===== src/rtl/multi_edge_event_det_if.sv =====
// Event offer port: the detector offers a channel index, the consumer accepts it.
interface multi_edge_event_det_if #(
  parameter int ID_W = 2
);
  logic            evt_valid;
  logic [ID_W-1:0] evt_id;
  logic            evt_ready;

  modport master (
    output evt_valid,
    output evt_id,
    input  evt_ready
  );

  modport slave (
    input  evt_valid,
    input  evt_id,
    output evt_ready
  );
endinterface


===== src/rtl/multi_edge_event_det.sv =====
// Multi-channel edge detector with optional synchronisers, sticky pending/overflow
// flags and a valid/ready port reporting the lowest pending channel.
//
// state    | meaning
// ST_IDLE  | no offer outstanding; picks the lowest pending channel
// ST_OFFER | evt_id offered and held until the consumer accepts it
module multi_edge_event_det #(
  parameter int NUM_CH      = 4,
  parameter int SYNC_STAGES = 2,
  localparam int ID_W       = (NUM_CH > 1) ? $clog2(NUM_CH) : 1
) (
  input  logic                  aclk_i,
  input  logic                  areset_i,
  input  logic [NUM_CH-1:0]     sig_in_i,
  input  logic [2*NUM_CH-1:0]   edge_mode_i,
  input  logic [NUM_CH-1:0]     ovf_clr_i,
  output logic [NUM_CH-1:0]     edge_pulse_o,
  output logic [NUM_CH-1:0]     pend_o,
  output logic [NUM_CH-1:0]     ovf_o,
  multi_edge_event_det_if.master evt_if
);

  typedef enum logic {ST_IDLE, ST_OFFER} state_t;

  state_t            state_q, state_d;
  logic [ID_W-1:0]   evt_id_q, evt_id_d, lowest;
  logic [NUM_CH-1:0] samp, prev_q, det, acc;
  logic [NUM_CH-1:0] pulse_q, pend_q, pend_d, ovf_q, ovf_d;

  generate
    if (SYNC_STAGES == 0) begin : g_nosync
      assign samp = sig_in_i;
    end else begin : g_sync
      logic [NUM_CH-1:0] sync_q [SYNC_STAGES];
      always_ff @(posedge aclk_i) begin
        if (areset_i) begin
          for (int s = 0; s < SYNC_STAGES; s++) sync_q[s] <= '0;
        end else begin
          sync_q[0] <= sig_in_i;
          for (int s = 1; s < SYNC_STAGES; s++) sync_q[s] <= sync_q[s-1];
        end
      end
      assign samp = sync_q[SYNC_STAGES-1];
    end
  endgenerate

  always_comb begin
    det = '0;
    acc = '0;
    for (int i = 0; i < NUM_CH; i++) begin
      det[i] = (edge_mode_i[2*i]   &  samp[i] & ~prev_q[i]) |
               (edge_mode_i[2*i+1] & ~samp[i] &  prev_q[i]);
      acc[i] = (state_q == ST_OFFER) && evt_if.evt_ready && (evt_id_q == ID_W'(i));
    end
  end

  // A new edge beats a same-cycle accept, so the channel stays pending without overflowing.
  always_comb begin
    pend_d = (pend_q & ~acc) | det;
    ovf_d  = (ovf_q & ~ovf_clr_i) | (det & pend_q & ~acc);
  end

  always_comb begin
    lowest = '0;
    for (int i = NUM_CH - 1; i >= 0; i--) begin
      if (pend_q[i]) lowest = ID_W'(i);
    end
  end

  always_comb begin
    state_d  = state_q;
    evt_id_d = evt_id_q;
    case (state_q)
      ST_IDLE: begin
        if (|pend_q) begin
          state_d  = ST_OFFER;
          evt_id_d = lowest;
        end
      end
      ST_OFFER: begin
        if (evt_if.evt_ready) state_d = ST_IDLE;
      end
      default: state_d = ST_IDLE;
    endcase
  end

  always_ff @(posedge aclk_i) begin
    if (areset_i) begin
      state_q  <= ST_IDLE;
      evt_id_q <= '0;
      prev_q   <= '0;
      pulse_q  <= '0;
      pend_q   <= '0;
      ovf_q    <= '0;
    end else begin
      state_q  <= state_d;
      evt_id_q <= evt_id_d;
      prev_q   <= samp;
      pulse_q  <= det;
      pend_q   <= pend_d;
      ovf_q    <= ovf_d;
    end
  end

  assign edge_pulse_o     = pulse_q;
  assign pend_o           = pend_q;
  assign ovf_o            = ovf_q;
  assign evt_if.evt_valid = (state_q == ST_OFFER);
  assign evt_if.evt_id    = evt_id_q;

endmodule


===== src/flat_wrapper.sv =====
// flat-port wrapper written by rule: the top's interface ports become plain ports
module multi_edge_event_det_flat 
#(
  parameter int NUM_CH      = 4,
  parameter int SYNC_STAGES = 2,
  localparam int ID_W       = (NUM_CH > 1) ? $clog2(NUM_CH) : 1
)
  (aclk_i, areset_i, sig_in_i, edge_mode_i, ovf_clr_i, edge_pulse_o, pend_o, ovf_o, evt_if_evt_valid, evt_if_evt_id, evt_if_evt_ready);
  multi_edge_event_det_if #(.ID_W((2))) evt_if_i ();
  input  logic aclk_i;
  input  logic areset_i;
  input  logic [NUM_CH-1:0] sig_in_i;
  input  logic [2*NUM_CH-1:0] edge_mode_i;
  input  logic [NUM_CH-1:0] ovf_clr_i;
  output logic [NUM_CH-1:0] edge_pulse_o;
  output logic [NUM_CH-1:0] pend_o;
  output logic [NUM_CH-1:0] ovf_o;
  output wire logic [$bits(evt_if_i.evt_valid)-1:0] evt_if_evt_valid;
  output wire logic [$bits(evt_if_i.evt_id)-1:0] evt_if_evt_id;
  input wire logic [$bits(evt_if_i.evt_ready)-1:0] evt_if_evt_ready;
  assign evt_if_evt_valid = evt_if_i.evt_valid;
  assign evt_if_evt_id = evt_if_i.evt_id;
  assign evt_if_i.evt_ready = evt_if_evt_ready;
  multi_edge_event_det #(.NUM_CH(NUM_CH), .SYNC_STAGES(SYNC_STAGES)) u_core (.aclk_i(aclk_i), .areset_i(areset_i), .sig_in_i(sig_in_i), .edge_mode_i(edge_mode_i), .ovf_clr_i(ovf_clr_i), .edge_pulse_o(edge_pulse_o), .pend_o(pend_o), .ovf_o(ovf_o), .evt_if(evt_if_i));
endmodule

===== config.mk =====
export PLATFORM = sky130hd
export DESIGN_NAME = multi_edge_event_det_flat
export DESIGN_NICKNAME = d
export VERILOG_FILES = /design/src/rtl/multi_edge_event_det_if.sv /design/src/rtl/multi_edge_event_det.sv /design/src/flat_wrapper.sv
export SDC_FILE = /design/constraint.sdc
export NUM_CORES = 1
export LEC_CHECK = 0
export CAP_MARGIN = 5
export CORE_MARGIN = 4
export CORE_UTILIZATION = 30
export CTS_BUF_LIST = sky130_fd_sc_hd__clkbuf_4 sky130_fd_sc_hd__clkbuf_8
export DETAILED_ROUTE_END_ITERATION = 7
export PLACE_DENSITY_LB_ADDON = 0.3
export SETUP_SLACK_MARGIN = 0.4
export SLEW_MARGIN = 20
export SYNTH_ARGS = -nofsm -noshare
export SYNTH_HDL_FRONTEND = slang
export SYNTH_SLANG_ARGS = --single-unit

===== constraint.sdc =====
create_clock -name aclk_i -period 1.48 [get_ports aclk_i]
set_clock_uncertainty 0.05 [all_clocks]
set_input_delay 0.222 -clock aclk_i [delete_from_list [all_inputs] [get_ports aclk_i]]
set_output_delay 0.222 -clock aclk_i [all_outputs]
set_load 0.1 [all_outputs]

==> results.cfg <==
[route]
via_count = 824
first_iter_violations = 24
vias_per_cell = 4.55
ant_nets = 0
first_pass_iters = 4
wire_per_inst_um = 11.7
drc = 0
routed_wirelength_um = 2110

[sta]
setup_viol = 0
slew_viol_final = 0
maxSlewHeadroom_pct = 83.6
finalCritPeriodShare_pct = 79.5
finalHoldViolCount = 0
tns_ns = 0
timing.hold.ws_ns = 0.384
fmax_ghz = 0.850
rsz0062_at_grt = yes
period_needed_ns = 1.18
tightest_slew_ns = 0.246

[pwr]
total_power_uw = 1520
peakVddDrop_uv = 666
p_leak_uw = 0.000622
combinationalPowerShare_pct = 27.0
p_clk_share_pct = 21.5
sw_frac_of_total_pct = 30.0
pwr_density_cell_nw_per_um2 = 920
p_seq_share_pct = 51.6
p_int_uw = 1070
p_switching_uw = 457

[clock_tree]
clock_latency_ns = 0.32
path_clk_slew_ns = 0.13
cts_buffers = 3
h-tree-depth = 1
cts_buffer_depth = 2
cts_root_buf = clkbuf_4
clock_sinks = 27
cts_tree = built
ctsHoldBuffers = 0

[critical_path]
critPathMaxStageDelay_ns = 0.40
cp.required_ns = 1.21
timing.rr.start = u_core.pend_o[2]$_SDFF_PP0_
worstSetupStartpoint = u_core.pend_o[1]$_SDFF_PP0_
cp_slowest_cell = dfxtp_4
crit_fanout = 3
path_buf_inv = 1
startpoint_type = flip-flop
rrSetupSlack_ns = 0.33
critPathArrivalTime_ns = 0.90
crit_type = flip-flop to primary output
path_cells = buf_12
critPathTopFamily = flip-flops
endpoint_kind = primary output

[synthesis]
async_flop_share_pct = 0
post_synth.cell_area_avg_um2 = 9.94
synth_edf_count = 0
ys_warn_count = 0
netlist_instances = 94
syn-num-nets = 113
synth_area_um2 = 935
ys_seq_area_share_pct = 57.8
yosysUniqueCellTypes = 25
synthFlopType = dfxtp_1
ys_seq_elements = 27

[status]
status = finished, final reports clean

[global_route]
antenna_found_initial = 0
grt_pass1_wl_um = 3540
grt_usage_pct = 10.9
grt_max_degree = 15
grt_pass1_vias = 828
grt-ovfl-total = 0

[placed_design]
place_area_um2 = 1510
port_buffers = 33
post-dp-hpwl_um = 1610
gp_congestion = 0.694

[floorplan]
die_w_um = 63.8
io_pins = 34
dieHeight_um = 63.8
core_um2 = 2880
start_util_pct = 32.5
dieArea_um2 = 4070
std_cell_rows = 19

[final_layout]
antenna_cells = 0
drive_above_1_share_pct = 37.4
syn_to_final_growth_pct = 77.2
nets = 159
stdcell_area_um2 = 1660

[min_path]
min-delay-start = sig_in_i[2]
hold_path_class = input port to flip-flop

[flow_run]
maxCapViolations = 0
## power by group through the flow
stage | Sequential (uW) | Clock, uW | Combinational [uW]
2_1_floorplan | 942 | 0 | 76.2
3_3_place_gp | 824 | 0 | 343
3_5_place_dp | 827 | 0 | 346
4_1_cts | 787 | 343 | 401
5_1_grt | 792 | 374 | 429
6_report | 786 | 327 | 411
## routing by layer
| layer | GRT usage [%] | vias up | share of wire, % |
|---|---|---|---|
| met2 | 19.0 | 26 | 50 |
| met1 | 11.9 | 379 | 40 |
| met3 | 4.90 | 6 | 6.8 |
| li1 | - | 413 | - |
| met5 | 0 | - | 0 |
| met4 | 3.50 | 0 | 2.3 |
## cell usage after synthesis (2+ instances only)
cell	number	area, um2
o32ai_1	3	26.3
nand3_1	3	15.0
nor2b_1	9	56.3
dfxtp_1	27	541
buf_2	2	10.0
inv_1	5	18.8
o22a_1	3	26.3
nand2_1	11	41.3
a21oi_1	4	20.0
and2b_1	3	22.5
nor2_1	9	33.8
o21ai_0	2	10.0
## layout by cell type, fill, tap and decap left out, types with 2 or more instances in the layout
master / synthesis / final
clkdlybuf4s50_1: 0 / 18
buf_12: 0 / 16
dfxtp_1: 27 / 12
nand2_1: 11 / 10
nor2_1: 9 / 9
nor2b_1: 9 / 9
dfxtp_4: 0 / 8
buf_4: 0 / 7
dfxtp_2: 0 / 7
inv_1: 5 / 5
a21oi_1: 4 / 4
clkbuf_4: 0 / 4
o22a_1: 3 / 3
and2b_1: 3 / 3
buf_6: 0 / 3
nand3_1: 3 / 2
o21ai_1: 0 / 2
o32ai_1: 3 / 2
## path summary, 6_finish.rpt
path / depth (start not counted) / end
max: 1 / pend_o[1]
min: 2 / u_core.g_sync.sync_q[0][2]$_SDFF_PP0_
max reg2reg: 4 / u_core.evt_if.evt_id[0]$_SDFFE_PP0P_
min reg2reg: 1 / u_core.g_sync.sync_q[0][4]$_SDFF_PP0_
## sequential cells by signal, summed over array words and instances (netlist names)
name / flops
u_core.pend_o: 4
u_core.evt_if.evt_id: 2
u_core.ovf_o: 4
u_core.edge_pulse_o: 4
u_core.prev_q: 4
u_core.evt_if.evt_valid: 1
u_core.g_sync.sync_q: 8
## through the flow
| step | std cells | setup slack, ns | util (%) |
|---|---|---|---|
| 6_report | 181 | 0.303 | 57.6 |
| 5_1_grt | 181 | 0.260 | 57.6 |
| 3_3_place_gp | 168 | 0.132 | 52.4 |
| 4_1_cts | 181 | 0.287 | 56.4 |
| 3_5_place_dp | 168 | 0.0978 | 52.4 |
| 2_1_floorplan | 94 | 0.247 | - |
## cell type report
cell class | count | area (um2)
sequential | 27 | 579
clock buffer | 4 | 30.0
inverter | 5 | 18.8
timing repair buffer | 44 | 587
multi-input combinational | 59 | 389
tap | 42 | 52.6
fill | 256 | 1220
## timing repair
action | CTS | global route
setup buffers | 9 | 0
pin swaps | 3 | 4
setup endpoints to repair | 16 | 24
resized for setup | 1 | 7
## cell families after synthesis
group	Yosys count	synth area share [%]
buffers and inverters	8	3.48
and+or+nand+nor	41	24.1
AOI/OAI and AO/OA	18	14.6
DFF	27	57.8
(Power assumes the default switching activity.)
